## src/rtl/cache_pkg.sv

```systemverilog
// rtl/cache_pkg.sv - cache-side types: arbiter FSM states and service history
package cache_pkg;

  typedef enum logic [1:0] {
    IDLE   = 2'b00,
    DGRANT = 2'b01,
    IGRANT = 2'b10
  } arbstate_t;

  typedef enum logic {
    SRV_D = 1'b0,
    SRV_I = 1'b1
  } srv_t;

endpackage

```

## src/rtl/cpu_types_pkg.sv

```systemverilog
// rtl/cpu_types_pkg.sv - shared CPU-side types: machine word and RAM status
package cpu_types_pkg;

  typedef logic [31:0] word_t;

  typedef enum logic [1:0] {
    FREE   = 2'b00,
    BUSY   = 2'b01,
    ACCESS = 2'b10,
    ERROR  = 2'b11
  } ramstate_t;

endpackage

```

## src/rtl/mem_arbiter_if.sv

```systemverilog
// rtl/mem_arbiter_if.sv - cache request and RAM signals seen by the memory arbiter
interface mem_arbiter_if #(
  parameter int ADDR_W = 32,
  parameter int DATA_W = 32
) ();
  import cpu_types_pkg::*;

  logic              iREN;
  logic [ADDR_W-1:0] iaddr;
  logic [DATA_W-1:0] iload;
  logic              iwait;

  logic              dREN;
  logic              dWEN;
  logic [ADDR_W-1:0] daddr;
  logic [DATA_W-1:0] dstore;
  logic [DATA_W-1:0] dload;
  logic              dwait;

  logic              ramREN;
  logic              ramWEN;
  logic [ADDR_W-1:0] ramaddr;
  logic [DATA_W-1:0] ramstore;
  logic [DATA_W-1:0] ramload;
  ramstate_t         ramstate;
  logic              ram_err;

  // the arbiter side
  modport slave (
    input  iREN, iaddr, dREN, dWEN, daddr, dstore, ramload, ramstate,
    output iload, iwait, dload, dwait, ramREN, ramWEN, ramaddr, ramstore, ram_err
  );

  // the caches and RAM as seen from outside the arbiter
  modport master (
    output iREN, iaddr, dREN, dWEN, daddr, dstore, ramload, ramstate,
    input  iload, iwait, dload, dwait, ramREN, ramWEN, ramaddr, ramstore, ram_err
  );

endinterface

```

## src/rtl/mem_arbiter.sv

```systemverilog
// rtl/mem_arbiter.sv - single-port RAM arbiter granting one icache/dcache word at a time
module mem_arbiter
  import cpu_types_pkg::*;
  import cache_pkg::*;
#(
  parameter int ADDR_W = 32,
  parameter int DATA_W = 32
) (
  input  logic          CLK,
  input  logic          nRST,
  mem_arbiter_if.slave  bus
);

  arbstate_t         state;
  srv_t              last_srv;
  logic [ADDR_W-1:0] req_addr;
  logic [DATA_W-1:0] req_data;
  logic              req_wen;
  logic              ram_err_q;

  logic d_req;
  logic i_req;
  logic granted_active;
  logic access;
  logic done;

  assign d_req  = bus.dREN | bus.dWEN;
  assign i_req  = bus.iREN;
  assign access = (bus.ramstate == ACCESS);

  // a granted cache that lets go of its request aborts the access
  always_comb begin
    granted_active = 1'b0;
    case (state)
      DGRANT:  granted_active = d_req;
      IGRANT:  granted_active = i_req;
      default: granted_active = 1'b0;
    endcase
  end

  assign done = granted_active & access;

  always_ff @(posedge CLK or negedge nRST) begin
    if (!nRST) begin
      state     <= IDLE;
      last_srv  <= SRV_I;
      req_addr  <= '0;
      req_data  <= '0;
      req_wen   <= 1'b0;
      ram_err_q <= 1'b0;
    end else begin
      if ((state != IDLE) && (bus.ramstate == ERROR))
        ram_err_q <= 1'b1;

      case (state)
        IDLE: begin
          // on contention the cache that was not served last wins
          if (d_req && (!i_req || (last_srv == SRV_I))) begin
            state    <= DGRANT;
            req_addr <= bus.daddr;
            req_data <= bus.dstore;
            req_wen  <= bus.dWEN;
          end else if (i_req) begin
            state    <= IGRANT;
            req_addr <= bus.iaddr;
            req_data <= '0;
            req_wen  <= 1'b0;
          end
        end
        DGRANT, IGRANT: begin
          if (!granted_active) begin
            state <= IDLE;
          end else if (access) begin
            state    <= IDLE;
            last_srv <= (state == DGRANT) ? SRV_D : SRV_I;
          end
        end
        default: state <= IDLE;
      endcase
    end
  end

  always_comb begin
    bus.ramREN   = granted_active & ~req_wen;
    bus.ramWEN   = granted_active &  req_wen;
    bus.ramaddr  = req_addr;
    bus.ramstore = req_data;
    bus.ram_err  = ram_err_q;

    bus.dwait = ~((state == DGRANT) & done);
    bus.iwait = ~((state == IGRANT) & done);
    bus.dload = ((state == DGRANT) && done && !req_wen) ? bus.ramload : '0;
    bus.iload = ((state == IGRANT) && done) ? bus.ramload : '0;
  end

endmodule

```

## src/flat_wrapper.sv

```systemverilog
// flat-port wrapper written by rule: the top's interface ports become plain ports
module mem_arbiter_flat import cpu_types_pkg::*; import cache_pkg::*;
#(
  parameter int ADDR_W = 32,
  parameter int DATA_W = 32
)
  (CLK, nRST, bus_iREN, bus_iaddr, bus_dREN, bus_dWEN, bus_daddr, bus_dstore, bus_ramload, bus_ramstate, bus_iload, bus_iwait, bus_dload, bus_dwait, bus_ramREN, bus_ramWEN, bus_ramaddr, bus_ramstore, bus_ram_err);
  mem_arbiter_if #(.ADDR_W(ADDR_W), .DATA_W(DATA_W)) bus_i ();
  input  logic CLK;
  input  logic nRST;
  input wire logic [$bits(bus_i.iREN)-1:0] bus_iREN;
  input wire logic [$bits(bus_i.iaddr)-1:0] bus_iaddr;
  input wire logic [$bits(bus_i.dREN)-1:0] bus_dREN;
  input wire logic [$bits(bus_i.dWEN)-1:0] bus_dWEN;
  input wire logic [$bits(bus_i.daddr)-1:0] bus_daddr;
  input wire logic [$bits(bus_i.dstore)-1:0] bus_dstore;
  input wire logic [$bits(bus_i.ramload)-1:0] bus_ramload;
  input wire logic [$bits(bus_i.ramstate)-1:0] bus_ramstate;
  output wire logic [$bits(bus_i.iload)-1:0] bus_iload;
  output wire logic [$bits(bus_i.iwait)-1:0] bus_iwait;
  output wire logic [$bits(bus_i.dload)-1:0] bus_dload;
  output wire logic [$bits(bus_i.dwait)-1:0] bus_dwait;
  output wire logic [$bits(bus_i.ramREN)-1:0] bus_ramREN;
  output wire logic [$bits(bus_i.ramWEN)-1:0] bus_ramWEN;
  output wire logic [$bits(bus_i.ramaddr)-1:0] bus_ramaddr;
  output wire logic [$bits(bus_i.ramstore)-1:0] bus_ramstore;
  output wire logic [$bits(bus_i.ram_err)-1:0] bus_ram_err;
  assign bus_i.iREN = bus_iREN;
  assign bus_i.iaddr = bus_iaddr;
  assign bus_i.dREN = bus_dREN;
  assign bus_i.dWEN = bus_dWEN;
  assign bus_i.daddr = bus_daddr;
  assign bus_i.dstore = bus_dstore;
  assign bus_i.ramload = bus_ramload;
  assign bus_i.ramstate = bus_ramstate;
  assign bus_iload = bus_i.iload;
  assign bus_iwait = bus_i.iwait;
  assign bus_dload = bus_i.dload;
  assign bus_dwait = bus_i.dwait;
  assign bus_ramREN = bus_i.ramREN;
  assign bus_ramWEN = bus_i.ramWEN;
  assign bus_ramaddr = bus_i.ramaddr;
  assign bus_ramstore = bus_i.ramstore;
  assign bus_ram_err = bus_i.ram_err;
  mem_arbiter #(.ADDR_W(ADDR_W), .DATA_W(DATA_W)) u_core (.CLK(CLK), .nRST(nRST), .bus(bus_i));
endmodule
```

## config.mk

```make
export PLATFORM = sky130hd
export DESIGN_NAME = mem_arbiter_flat
export DESIGN_NICKNAME = d
export VERILOG_FILES = /design/src/rtl/cache_pkg.sv /design/src/rtl/cpu_types_pkg.sv /design/src/rtl/mem_arbiter_if.sv /design/src/rtl/mem_arbiter.sv /design/src/flat_wrapper.sv
export SDC_FILE = /design/constraint.sdc
export NUM_CORES = 1
export LEC_CHECK = 0
export ABC_AREA = 1
export BUFFER_PORTS_ARGS = -buffer_cell sky130_fd_sc_hd__buf_2
export CAP_MARGIN = 25
export CELL_PAD_IN_SITES_DETAIL_PLACEMENT = 1
export CELL_PAD_IN_SITES_GLOBAL_PLACEMENT = 2
export CORE_ASPECT_RATIO = 0.75
export CORE_MARGIN = 10
export CORE_UTILIZATION = 22
export CTS_CLUSTER_DIAMETER = 60
export DETAILED_ROUTE_END_ITERATION = 8
export PLACE_DENSITY = 0.93
export SYNTH_ARGS = -nofsm -noshare
export SYNTH_HDL_FRONTEND = slang
export SYNTH_SLANG_ARGS = --single-unit
```

## constraint.sdc

```tcl
create_clock -name CLK -period 3.4 [get_ports CLK]
set_input_delay 0 -clock CLK [delete_from_list [all_inputs] [get_ports CLK]]
set_output_delay 0 -clock CLK [all_outputs]
set_load 0.005 [all_outputs]
```

# ---- Word-level counts from Yosys, hierarchy flattened
# Index checks and enable logic that the tools add are counted.
dict set report word_totals {
  regBits 69
  inputBits 135
  out_inout_bits 133
  elab_cells 51
}
dict set report op_classes {
  n_eq_ne 6
  n_mux 15
  bitwise_logic 9
  n_reduce_logical 15
}
# cell n
set ops {}
lappend ops {{2-to-1 mux 32 bit} 6}
lappend ops {{2-to-1 mux 2 bit} 4}
lappend ops {{equality test 2 bit, second input constant} 3}
lappend ops {{AND 1 bit} 5}
lappend ops {{logical AND 1 bit} 5}
lappend ops {{one-hot mux 2 bit (2 select lines)} 1}
lappend ops {{AND reduction 2 bit} 2}
lappend ops {{nonzero test 2 bit} 2}
lappend ops {{2-to-1 mux 1 bit} 3}
lappend ops {{!= test 3 x 2 -> 1 bit, second input constant} 1}
lappend ops {{!= test 3 bit, second input constant} 1}
lappend ops {{inverter 1 bit} 3}
lappend ops {{AND reduction 3 bit} 1}
lappend ops {{equality test 2 x 1 -> 1 bit, second input constant} 1}
lappend ops {{logical NOT 1 bit} 2}
lappend ops {{logical NOT 2 bit} 1}
lappend ops {{one-hot mux 1 bit (2 select lines)} 1}
lappend ops {{OR reduction 2 bit} 1}
lappend ops {{logical OR 1 bit} 1}
lappend ops {{OR 1 bit} 1}

# ---- Logic depth before layout (Yosys ltp)
# Gate-level depths: netlist of run 1.
dict set report logic_depth {
  word_depth 6
  mapped_depth 9
  mapped_depth_nobuf 8
}

# ---- Least setup slack after synthesis of run 1
# OpenSTA, ideal clock, no wires.
dict set report synth_path {
  path_type {reg-to-reg}
  startpoint {reg u_core.last_srv}
  endpoint {reg u_core.req_addr[17], in the netlist u_core.bus.ramaddr[17]}
  setup_time_ps 124
  t_arrival_ps 1228
  t_required_ps 3276
  slack_ps 2048
  stages_incl_launch_ff 8
  path_buffers 1
  synth_period_minus_slack_ps 1352
  path_cell_list {dfstp_2 > inv_1 > nand2_1 > nand2_4 > clkbuf_2 > or2_2 > o211ai_1 > nand2_1}
}
dict set report synth_via {
  elab_chain_cells 4
  elab_cells_between_ends 5
  classes_between {1 x mux; 4 x reduce/logical}
}
# item line_no
set synth_rtl {}
lappend synth_rtl {{start, declared} mem_arbiter.sv:15} ;# srv_t last_srv;
lappend synth_rtl {{start signal, assigned} mem_arbiter.sv:75} ;# last_srv <= (state == DGRANT) ? SRV_D : SRV_I;
lappend synth_rtl {{logical OR 1 bit (*)} mem_arbiter.sv:58} ;# if (d_req && (!i_req || (last_srv == SRV_I))) begin
lappend synth_rtl {{logical AND 1 bit (*)} mem_arbiter.sv:58}
lappend synth_rtl {{nonzero test 2 bit (no source line)} --}
lappend synth_rtl {{AND reduction 2 bit (no source line)} --}
lappend synth_rtl {{end signal, assigned} mem_arbiter.sv:60} ;# req_addr <= bus.daddr;
lappend synth_rtl {{end signal, assigned} mem_arbiter.sv:65} ;# req_addr <= bus.iaddr;
lappend synth_rtl {{end, declared} mem_arbiter.sv:16} ;# logic [ADDR_W-1:0] req_addr;
# Mark *: on every way between the ends. The rest lies on a longest branch, timed or not.
# A chain may end at the register's enable or synchronous reset.

# ---- Worst setup path in the final report of run 1
dict set report layout_path {
  startpoint {reg u_core.state[1]}
  endpoint {out bus_dload[21]}
}
dict set report layout_via {
  elab_chain_cells 6
  elab_cells_between_ends 7
  classes_between {2 x eq/ne; 2 x mux; 1 x bitwise; 2 x reduce/logical}
}
# item line_no
set layout_rtl {}
lappend layout_rtl {{start, declared} mem_arbiter.sv:14} ;# arbstate_t state;
lappend layout_rtl {{start signal, assigned} mem_arbiter.sv:45} ;# state <= IDLE;
lappend layout_rtl {{start signal, assigned} mem_arbiter.sv:59} ;# state <= DGRANT;
lappend layout_rtl {{start signal, assigned} mem_arbiter.sv:64} ;# state <= IGRANT;
lappend layout_rtl {{equality test 2 bit or equality test 2 x 1 -> 1 bit (tied branches)} {mem_arbiter.sv:34, mem_arbiter.sv:92}}
lappend layout_rtl {{one-hot mux 1 bit (2 select lines)} mem_arbiter.sv:34} ;# case (state)
lappend layout_rtl {{AND 1 bit} mem_arbiter.sv:41} ;# assign done = granted_active & access;
lappend layout_rtl {{logical AND 1 bit (*) (2 in series)} mem_arbiter.sv:92} ;# bus.dload = ((state == DGRANT) && done && !req_wen) ? bus.ramload : '0;
lappend layout_rtl {{2-to-1 mux 32 bit (*)} mem_arbiter.sv:92}
lappend layout_rtl {{end, declared} flat_wrapper.sv:21} ;# output wire logic [$bits(bus_i.dload)-1:0] bus_dload;
# Marked as above.

==> results of run 1 <==
[sequential cells by signal (all words and copies together) (netlist names)]
signal               cells
u_core.state             2
u_core.bus.ramstore     32
u_core.bus.ram_err       1
u_core.last_srv          1
u_core.req_wen           1
u_core.bus.ramaddr      32
[metrics by stage]
stage	util	std cells	worst slack [ns]	hold WS, ns	cell area [sq um]
2_1_floorplan	-	399	2.05	-0.296	3540
3_3_place_gp	0.314	850	1.46	-0.00368	5000
3_5_place_dp	0.314	850	1.32	0.000513	5000
4_1_cts	0.386	946	0.935	0.00357	6150
5_1_grt	0.388	947	0.705	0.0133	6180
6_report	0.388	948	0.932	0.00955	6180
[cell families (layout without fill, tap and decap cells)]
kind of cell | count (synthesis) | count (layout) | share of synthesized area
AO/OA/AOI/OAI | 69 | 69 | 0.156
adder cells (fa/ha/maj) | 3 | 3 | 0.0106
buffers and inverters | 73 | 411 | 0.0940
flip-flops | 69 | 69 | 0.488
other | 0 | 1 | 0
AND/OR/NAND/NOR | 185 | 185 | 0.251
[path summary, 6_finish.rpt]
kind / startpoint / to / slack (ns) / cells after the start
min in group asynchronous: nRST / u_core.bus.ramaddr[1] / 0.17 / 2
max in group asynchronous: nRST / u_core.bus.ramstore[29] / 2.21 / 3
max: u_core.state[1] / bus_dload[21] / 0.93 / 7
min reg2reg: u_core.bus.ramaddr[18] / u_core.bus.ramaddr[18] / 0.47 / 2
max reg2reg: u_core.state[0] / u_core.bus.ramaddr[19] / 1.17 / 7
min: bus_daddr[21] / u_core.bus.ramaddr[21] / 0.01 / 4
[power groups by stage]
stage	Combinational, mW	Clock (mW)	Sequential, mW
after floorplan	1.05	0	1.46
after global placement	1.80	0	1.47
after detailed placement	1.82	0	1.49
after CTS	1.99	1.11	1.49
after global routing	2.29	1.14	1.50
final	2.03	1.08	1.45
[worst max-delay path, stage by stage, from the launching register on]
cell	delay [ns]
sky130_fd_sc_hd__dfrtp_1	0.40
sky130_fd_sc_hd__inv_1	0.09
sky130_fd_sc_hd__ha_1	0.21
sky130_fd_sc_hd__o21ai_1	0.09
sky130_fd_sc_hd__nand2_1	0.13
sky130_fd_sc_hd__nand4_2	0.63
sky130_fd_sc_hd__nor3_1	0.42
sky130_fd_sc_hd__buf_2	0.18
[final cells by class]
| type | count | area share |
|---|---|---|
| clock buffers | 9 | 0.0364 |
| diodes | 1 | 0.000405 |
| well taps | 210 | 0.0425 |
| clock inverters | 6 | 0.0182 |
| flip-flops and latches | 69 | 0.280 |
| inverters | 44 | 0.0267 |
| repair buffers | 352 | 0.355 |
| multi-input cells | 257 | 0.241 |
[layout by cell type, fill, tap and decap left out, types with 2 or more instances in the layout]
master,n
sky130_fd_sc_hd__clkbuf_16,9
sky130_fd_sc_hd__nor2_1,27
sky130_fd_sc_hd__or2_0,10
sky130_fd_sc_hd__nand2_1,75
sky130_fd_sc_hd__inv_1,42
sky130_fd_sc_hd__nor2_4,2
sky130_fd_sc_hd__or2_2,12
sky130_fd_sc_hd__nor2_2,9
sky130_fd_sc_hd__a22o_1,32
sky130_fd_sc_hd__ha_1,3
sky130_fd_sc_hd__nor3_1,32
sky130_fd_sc_hd__inv_2,2
sky130_fd_sc_hd__dfrtp_1,68
sky130_fd_sc_hd__o211ai_1,32
sky130_fd_sc_hd__clkinv_4,2
sky130_fd_sc_hd__nand3_1,3
sky130_fd_sc_hd__dlygate4sd3_1,81
sky130_fd_sc_hd__or2_1,10
sky130_fd_sc_hd__bufinv_16,3
sky130_fd_sc_hd__nand2_4,3
sky130_fd_sc_hd__buf_4,3
sky130_fd_sc_hd__o21ai_1,2
sky130_fd_sc_hd__buf_2,267
[per-layer routing]
layer	vias up	wire length (microns)	part of all wire	GRT usage
met3	13	1240	0.074	0.0559
met2	148	8480	0.51	0.259
met5	-	0	0	0
met1	1973	6770	0.41	0.168
met4	0	180	0.011	0.0289
li1	1980	-	-	-
==> qor_table.md, run 1 <==
| Quantity | Value | Unit |
| --- | --- | --- |
| Clock latency on the worst-skew pair | 0.33 | ns |
| Die Outline Area | 21600 | sq um |
| Syn Area/Cell | 8.87 | sq um |
| Setup CP Type | reg -> out | - |
| Count of mapped cells out of synthesis | 399 | - |
| Area used by multi-input combinational logic | 1490 | sq um |
| Post-synthesis to final-layout area growth | 74.6 | % |
| Count of filler cells inserted in the layout | 1936 | - |
| Combinational group share of total power | 0.445 | - |
| Count of maximum capacitance violations | 0 | - |
| IO buf count | 267 | - |
| CTS tree | yes | - |
| Iteration-0 DRC count of the detailed router | 172 | - |
| Final routed DRC violation total | 0 | - |
| Footprint of the flip-flops and latches | 1730 | sq um |
| CP Data Arrival Time | 2.47 | ns |
| Root Buffer | sky130_fd_sc_hd__clkbuf_16 | - |
| All-layer global routing usage | 0.147 | - |
| Global placement routability congestion | 0.799 | - |
| Worst rel slew slack | 0.460 | - |
| Share of the synthesized area in the top cell type | 0.481 | - |
| Startpoint Class | register | - |
| Pwr/cell area | 737 | nW/um^2 |
| Number of global-route vias before repair | 4605 | - |
| Syn. warnings | 0 | - |
| Placeable Area | 15900 | sq um |
| Leading cell type by number of instances after synthesis | sky130_fd_sc_hd__nand2_1 | - |
| Slew at the pin closest to its max-slew limit | 0.808 | ns |
| Leading post-synthesis cells by instance count | 75 x sky130_fd_sc_hd__nand2_1, 68 x sky130_fd_sc_hd__dfrtp_1, 42 x sky130_fd_sc_hd__inv_1 | - |
| Leakage Power | 3.41 | nW |
| Initial antenna violation count | 1 | - |
| Post-DP HPWL | 11800 | microns |
| Die span in y | 130 | microns |
| Initial Utilization | 0.222 | - |
| Nets@finish | 871 | - |
| Worst Clk Skew | 0.00653 | ns |
| Register clock-pin slew on the reported worst setup and hold paths | 0.06 | ns |
| Syn_nets | 537 | - |
| Post-Syn Area | 3540 | sq um |
| Ys flop type | sky130_fd_sc_hd__dfrtp_1 | - |
| Detailed-route via count | 4114 | - |
| Library cells used by synthesis | 28 | - |
| Slew Limit Fails | 0 | - |
| Post-cts hold buffer count | 81 | - |
| Total setup violations reported at the end of the flow | 0 | - |
| Number of flops mapped to enable cells by yosys | 0 | - |
| Drt first pass iters | 4 | - |
| Wire length after detailed routing | 16700 | microns |
| Buffer levels on the longest clock path | 2 | - |
| Net load switching power | 1.71 | mW |
| Final worst path period share | 0.726 | - |
| Achievable Freq | 0.405 | GHz |
| Post-cts sizing count | 0 | - |
| Number of buffers added for setup after CTS | 0 | - |
| Sequential Power Share | 0.319 | - |
| Maximum vdd drop | 0.273 | mV |
| Max Fanout on Critical Path | 33 | - |
| Chip width | 166 | microns |
| Total number of placement rows | 40 | - |
| DR WL/cell | 17.6 | microns |
| Clock buffer count from CTS | 9 | - |
| Endpoint type of the worst setup path | output pin | - |
| Final hold viol count | 0 | - |
| CP Data Required Time | 3.40 | ns |
| Post-route minimum period | 2.47 | ns |
| Maximum number of pins on one net before global-route repair | 65 | - |
| Clock network power share | 0.236 | - |
| Seq cells post-synth | 69 | - |
| Count of boundary I/O pins | 268 | - |
| Internal | 2.85 | mW |
| Most area-consuming cells after synthesis | sky130_fd_sc_hd__dfrtp_1 48%, sky130_fd_sc_hd__nand2_1 8.0%, sky130_fd_sc_hd__a22o_1 7.9%, sky130_fd_sc_hd__o211ai_1 6.8%, sky130_fd_sc_hd__nor3_1 4.5% | - |
| DR vias/cell | 4.34 | - |
| Sequential cell area fraction in the yosys report | 0.488 | - |
| Aggregate global routing overflow | 0 | - |
| Layout cells sized above 1 | 0.433 | - |
| Fin Setup TNS | 0 | ns |
| CTS H-tree depth | 3 | - |
| Number of nets still failing antenna checks after routing | 0 | - |
| RSZ-0062 raised after global routing | no | - |
| Tightest Hold Check Type | in -> reg | - |
| Switching Share | 0.375 | - |
| Share of flip-flops with an asynchronous set or reset | 1.00 | - |
| Biggest area consumer among synthesized cells | sky130_fd_sc_hd__dfrtp_1 | - |
| Clock sink count | 69 | - |
| Wire length of the first global-routing pass | 25800 | microns |
| Tot Pwr | 4.56 | mW |
| Run status | complete, no violations | - |
(Power assumes the default switching activity.)
==> run 2, diff against run 1 <==
Settings changed: ABC_AREA 1 to 0, CORE_UTILIZATION 22 to 19, PLACE_DENSITY 0.93 to 0.85.
Clock period 3.4 ns to 2.19 ns, I/O delays scaled along.
==> qor_table.md, run 2 <==
| Quantity | Value | Unit |
| --- | --- | --- |
| Critical path endpoint | bus_dload[3] | - |
| CTS tree | yes | - |
| Chip width | 177 | microns |
| DR WL/cell | 18.4 | microns |
| Clock buffer count from CTS | 9 | - |
| Min-delay src | bus_dWEN | - |
| Count of boundary I/O pins | 268 | - |
| Layout cells sized above 1 | 0.434 | - |
| Combinational group share of total power | 0.476 | - |
| Detailed-route via count | 4280 | - |
| Wire length after detailed routing | 18000 | microns |
| Worst rel slew slack | 0.729 | - |
| Setup CP Type | reg -> out | - |
| Antenna diode instance count | 0 | - |
| Final routed DRC violation total | 0 | - |
| Achievable Freq | 0.478 | GHz |
| CTS H-tree depth | 3 | - |
| All-layer global routing usage | 0.143 | - |
| Register clock-pin slew on the reported worst setup and hold paths | 0.06 | ns |
| Seq cells post-synth | 69 | - |
| Share of the synthesized area in the top cell type | 0.487 | - |
| Drt first pass iters | 4 | - |
| Sequential cell area fraction in the yosys report | 0.494 | - |
| Final hold viol count | 0 | - |
| Internal | 4.81 | mW |
| Worst Clk Skew | 0.00672 | ns |
| Placeable Area | 17900 | sq um |
| Total setup violations reported at the end of the flow | 0 | - |
| Maximum number of pins on one net before global-route repair | 70 | - |
| Syn. warnings | 0 | - |
| Post-DP HPWL | 12400 | microns |
| Biggest area consumer among synthesized cells | sky130_fd_sc_hd__dfrtp_1 | - |
| Total number of placement rows | 42 | - |
| DR vias/cell | 4.37 | - |
| Pwr/cell area | 1120 | nW/um^2 |
| Aggregate global routing overflow | 0 | - |
| Initial antenna violation count | 1 | - |
| Clock sink count | 69 | - |
| Final worst path period share | 0.954 | - |
| Slew Limit Fails | 0 | - |
| Max Fanout on Critical Path | 8 | - |
| Source of the worst register-to-register timing path | u_core.state[0] | - |
| Register-to-register setup slack | 0.21 | ns |
| Startpoint Class | register | - |
| Final cell count without fillers | 980 | - |
| Commonest cells after routing, fill and taps aside | 267 x sky130_fd_sc_hd__buf_2, 99 x sky130_fd_sc_hd__dlygate4sd3_1, 68 x sky130_fd_sc_hd__dfrtp_1, 64 x sky130_fd_sc_hd__and2_1 | - |
| Number of cells after detailed placement | 857 | - |
| Leading post-synthesis cells by instance count | 68 x sky130_fd_sc_hd__dfrtp_1, 64 x sky130_fd_sc_hd__and2_1 | - |
| Number of flops mapped to enable cells by yosys | 0 | - |
| Fin Setup TNS | 0 | ns |
| CP Data Required Time | 2.19 | ns |
| Count of maximum capacitance violations | 0 | - |
| Most area-consuming cells after synthesis | sky130_fd_sc_hd__dfrtp_1 49%, sky130_fd_sc_hd__and2_1 11%, sky130_fd_sc_hd__a22o_1 8.3%, sky130_fd_sc_hd__a31oi_1 5.7%, sky130_fd_sc_hd__nand3_1 4.7% | - |
| Most common cell after layout, fill and taps aside | sky130_fd_sc_hd__buf_2 | - |
| Startpoint of the most critical setup path | u_core.state[0] | - |
| Ys flop type | sky130_fd_sc_hd__dfrtp_1 | - |
| Tightest hold margin | 0.0489 | ns |
| Leakage Power | 3.32 | nW |
| Net load switching power | 2.57 | mW |
| Post-Syn Area | 3500 | sq um |
| Maximum vdd drop | 0.423 | mV |
| Root Buffer | sky130_fd_sc_hd__clkbuf_16 | - |
| Endpoint of the most critical register-to-register path | u_core.bus.ramaddr[0] | - |
| Die span in y | 137 | microns |
| Switching Share | 0.348 | - |
| Syn_nets | 505 | - |
| Global placement routability congestion | 0.810 | - |
| Final core utilization | 0.369 | - |
| Clock network power share | 0.217 | - |
| Post-route minimum period | 2.09 | ns |
| Length in cells of the worst reg-to-reg path | 7 | - |
| Wire length of the first global-routing pass | 27600 | microns |
| Count of mapped cells out of synthesis | 367 | - |
| Nets@finish | 871 | - |
| Syn Area/Cell | 9.53 | sq um |
| Clock latency on the worst-skew pair | 0.33 | ns |
| Endpoint type of the worst setup path | output pin | - |
| Die Outline Area | 24300 | sq um |
| Slew at the pin closest to its max-slew limit | 0.400 | ns |
| Share of flip-flops with an asynchronous set or reset | 1.00 | - |
| Post-synthesis to final-layout area growth | 88.5 | % |
| Number of nets still failing antenna checks after routing | 0 | - |
| Number of global-route vias before repair | 4680 | - |
| Run status | complete, no violations | - |
| Sequential Power Share | 0.307 | - |
| Library cells used by synthesis | 32 | - |
| CP Data Arrival Time | 2.09 | ns |
| Leading cell type by number of instances after synthesis | sky130_fd_sc_hd__dfrtp_1 | - |
| Initial Utilization | 0.196 | - |
| Tightest Hold Check Type | in -> reg | - |
| IO buf count | 267 | - |
| Buffer levels on the longest clock path | 2 | - |
| Iteration-0 DRC count of the detailed router | 211 | - |
==> run 2: cell count changes after synthesis, sizes merged, moves of 5 or more <==
| cell | change |
|---|---|
| nand3 | +31 |
| nor3 | -32 |
| or2 | -31 |
| buf | -9 |
| nor2 | -5 |
| nand2 | -75 |
| and2 | +64 |
| a31oi | +32 |
| clkbuf | +14 |
| o211ai | -27 |
| inv | -39 |
| o21ai | +30 |
==> run 2: cells by family after synthesis <==
group,after synthesis,share of synthesized area
mux,1,0.00322
simple gates,142,0.218
flops,69,0.494
fa+ha+maj,3,0.0107
buf+inv,39,0.0465
compound gates,113,0.228
==> run 2: power groups by stage <==
stage / Clock (mW) / Combinational [mW] / Sequential (mW)
after floorplan: 0 / 1.30 / 2.31
final: 1.61 / 3.51 / 2.26
after CTS: 1.68 / 3.46 / 2.25
after global routing: 1.74 / 3.88 / 2.34
after global placement: 0 / 2.71 / 2.24
after detailed placement: 0 / 2.72 / 2.28
==> run 2: worst min path at each step <==
| stage | slack (ns) | to | cells past startpoint |
|---|---|---|---|
| after detailed placement | 0.06 | u_core.bus.ramstore[9] | 2 |
| after floorplan | -0.30 | u_core.bus.ram_err | 0 |
| after global routing | 0.06 | u_core.req_wen | 2 |
| after CTS | 0.01 | u_core.req_wen | 2 |
| final | 0.05 | u_core.req_wen | 2 |
| after global placement | 0.06 | u_core.bus.ramstore[8] | 2 |
==> run 2: final cells by class <==
cell class	count	area [sq um]
inverter	5	18.8
timing repair buffer	389	2550
tap	242	303
fill	2131	11300
sequential	69	1730
clock inverter	5	82.6
clock buffer	11	243
multi-input combinational	259	1660
==> run 2: layer usage <==
metal	global-route usage	vias to the layer above	part of all wire
met5	0	-	0.00072
met3	0.0553	10	0.082
met2	0.243	166	0.49
li1	-	2040	-
met1	0.169	2062	0.42
met4	0.0284	2	0.0069
==> run 2: repair_timing <==
item,CTS,global route
hold endpoints to repair,133,0
pin swaps,1,2
setup buffers,3,2
endpoints found under the setup margin,32,66
gates resized for setup,7,10
cloned,2,1
hold buffers,99,0
==> run 2: per-stage QoR <==
step / setup WS (ns) / power, mW / instance area, sq um
2_1_floorplan: 0.517 / 3.61 / 3500
3_3_place_gp: 0.335 / 4.95 / 5150
3_5_place_dp: 0.252 / 5.00 / 5150
4_1_cts: 0.0383 / 7.39 / 6530
5_1_grt: -0.0178 / 7.97 / 6590
6_report: 0.0997 / 7.38 / 6590
==> run 2: worst max-delay path, cell delays in order (launching register included) <==
cell,delay [ns]
sky130_fd_sc_hd__dfrtp_1,0.36
sky130_fd_sc_hd__inv_2,0.07
sky130_fd_sc_hd__ha_4,0.31
sky130_fd_sc_hd__nand3_4,0.10
sky130_fd_sc_hd__a2111oi_4,0.35
sky130_fd_sc_hd__buf_4,0.20
sky130_fd_sc_hd__buf_6,0.13
sky130_fd_sc_hd__and2_1,0.14
sky130_fd_sc_hd__buf_2,0.11
==> run 3, diff against run 2 <==
Settings changed: PLACE_DENSITY 0.85 to not set, PLACE_DENSITY_LB_ADDON set to 0.1.
==> qor_table.md, run 3 (same netlist as run 2, synthesis figures left out) <==
| Quantity | Value | Unit |
| --- | --- | --- |
| Run status | complete, no violations | - |
| Startpoint Class | register | - |
| Area used by multi-input combinational logic | 1650 | sq um |
| Footprint of the flip-flops and latches | 1730 | sq um |
| Total number of placement rows | 42 | - |
| Wire length of the first global-routing pass | 27600 | microns |
| Most numerous cell on the critical path | sky130_fd_sc_hd__buf_4 | - |
| Count of maximum capacitance violations | 0 | - |
| Number of global-route vias before repair | 4697 | - |
| Cell Area, Placed | 5100 | sq um |
| Max Fanout on Critical Path | 8 | - |
| CTS tree | yes | - |
| Clock sink count | 69 | - |
| CP Data Arrival Time | 2.09 | ns |
| Endpoint of the most critical register-to-register path | u_core.bus.ramaddr[16] | - |
| Global placement routability congestion | 0.753 | - |
| Final routed DRC violation total | 0 | - |
| Pwr/cell area | 1110 | nW/um^2 |
| Wire length after detailed routing | 18200 | microns |
| Clock network power share | 0.221 | - |
| Die span in y | 137 | microns |
| CTS H-tree depth | 3 | - |
| Final setup slack of the worst path | 0.103 | ns |
| Number of nets still failing antenna checks after routing | 0 | - |
| Post-DP HPWL | 12800 | microns |
| Internal | 4.73 | mW |
| DR WL/cell | 18.7 | microns |
| Clock latency on the worst-skew pair | 0.33 | ns |
| Placeable Area | 17900 | sq um |
| Combinational group share of total power | 0.468 | - |
| Maximum number of pins on one net before global-route repair | 70 | - |
| Layout cells sized above 1 | 0.431 | - |
| Endpoint type of the worst setup path | output pin | - |
| Worst Clk Skew | 0.0112 | ns |
| Final core utilization | 0.366 | - |
| Count of boundary I/O pins | 268 | - |
| Leakage Power | 3.29 | nW |
| Antenna diode instance count | 0 | - |
| Post-route minimum period | 2.09 | ns |
| Worst rel slew slack | 0.754 | - |
| DR vias/cell | 4.36 | - |
| Buffer levels on the longest clock path | 2 | - |
| Initial antenna violation count | 3 | - |
| Clock buffer count from CTS | 9 | - |
| Peak per-stage delay on the critical path | 0.37 | ns |
| Nets@finish | 867 | - |
| Tightest Hold Check Type | in -> async | - |
| Initial Utilization | 0.196 | - |
| Root Buffer | sky130_fd_sc_hd__clkbuf_16 | - |
| All-layer global routing usage | 0.144 | - |
| Die Outline Area | 24300 | sq um |
| Post-synthesis to final-layout area growth | 86.9 | % |
| Count of filler cells inserted in the layout | 2117 | - |
| Commonest cells after routing, fill and taps aside | 266 x sky130_fd_sc_hd__buf_2, 99 x sky130_fd_sc_hd__dlygate4sd3_1, 68 x sky130_fd_sc_hd__dfrtp_1, 64 x sky130_fd_sc_hd__and2_1 | - |
| Setup CP Type | reg -> out | - |
| Sequential Power Share | 0.311 | - |
| Final hold viol count | 0 | - |
| Source of the worst register-to-register timing path | u_core.state[1] | - |
| CP Data Required Time | 2.19 | ns |
| Setup slack after placement | 0.202 | ns |
| Final std cell area, no fill | 6540 | sq um |
| Detailed-route via count | 4251 | - |
| IO buf count | 267 | - |
| Most common cell after layout, fill and taps aside | sky130_fd_sc_hd__buf_2 | - |
| Switching Share | 0.348 | - |
| Final worst path period share | 0.953 | - |
| Total setup violations reported at the end of the flow | 0 | - |
| Drt first pass iters | 4 | - |
| Chain of cells forming the critical path | inv_2, ha_4, nand3_4, a2111oi_4, buf_4, buf_4, and2_1, buf_2 | - |
| Register clock-pin slew on the reported worst setup and hold paths | 0.06 | ns |
| Maximum vdd drop | 0.366 | mV |
| Net load switching power | 2.53 | mW |
| Slew at the pin closest to its max-slew limit | 0.364 | ns |
| Achievable Freq | 0.479 | GHz |
| Length in cells of the worst reg-to-reg path | 7 | - |
| Slew Limit Fails | 0 | - |
| Iteration-0 DRC count of the detailed router | 201 | - |
| Register-to-register setup slack | 0.20 | ns |
| Aggregate global routing overflow | 0 | - |
| Chip width | 177 | microns |
| Cell with the largest stage delay on the worst path | sky130_fd_sc_hd__dfrtp_1 | - |
==> run 3: area by class of cell <==
| cell class | count | share of cell area |
|---|---|---|
| Clock inverter | 5 | 0.0126 |
| Inverter | 5 | 0.00287 |
| Sequential cell | 69 | 0.264 |
| Tap cell | 242 | 0.0463 |
| Timing Repair Buffer | 385 | 0.385 |
| Clock buffer | 10 | 0.0366 |
| Multi-Input combinational cell | 259 | 0.252 |
==> run 3: repair_timing <==
item | 4_1_cts | 5_1_grt
cloned | 2 | 1
hold buffers | 99 | 0
pin swaps | 1 | 2
setup endpoints to repair | 33 | 34
setup buffers | 4 | 2
endpoints found under the hold margin | 133 | 0
gates resized for setup | 7 | 12
==> run 3: layer usage <==
| metal | share of wire | routed length (microns) | track usage | up-vias |
|---|---|---|---|---|
| met4 | 0.0038 | 69 | 0.0219 | 2 |
| met3 | 0.072 | 1310 | 0.0503 | 9 |
| met1 | 0.43 | 7800 | 0.173 | 2086 |
| met2 | 0.49 | 9000 | 0.249 | 125 |
| li1 | - | - | - | 2029 |
| met5 | 0.00060 | 11 | 0 | - |
==> run 3: per-stage QoR <==
stage	TNS (ns)	cells	power, mW	hold slack, ns
3_5_place_dp	0	853	4.94	0.219
4_1_cts	-0.000868	973	7.32	0.0664
3_3_place_gp	0	853	4.89	0.220
2_1_floorplan	0	367	3.61	-0.296
6_report	0	975	7.26	0.0226
5_1_grt	-0.00454	975	7.85	0.0107
==> run 3: worst max path at each step <==
stage | start | endpoint | slack (ns)
after CTS | u_core.state[0] | bus_dload[26] | -0.0005
after floorplan | u_core.state[0] | bus_dload[10] | 0.52
after detailed placement | u_core.state[0] | bus_dload[24] | 0.20
final | u_core.state[0] | bus_dload[21] | 0.10
after global placement | u_core.state[0] | bus_dload[11] | 0.34
after global routing | u_core.state[1] | bus_dload[11] | -0.005
==> run 3: critical path, delay by kind of cell (launching register included) <==
kind	cells	cell delay (ns)
flip-flops	1	0.37
AO/OA/AOI/OAI	1	0.34
AND/OR/NAND/NOR	2	0.22
buffers and inverters	4	0.52
adder cells (fa/ha/maj)	1	0.31
==> run 3: power by group through the flow <==
stage	clock network (mW)	registers [mW]	logic, mW
3_5_place_dp	0	2.28	2.66
2_1_floorplan	0	2.31	1.30
5_1_grt	1.73	2.34	3.78
3_3_place_gp	0	2.24	2.64
6_report	1.61	2.26	3.40
4_1_cts	1.68	2.25	3.40
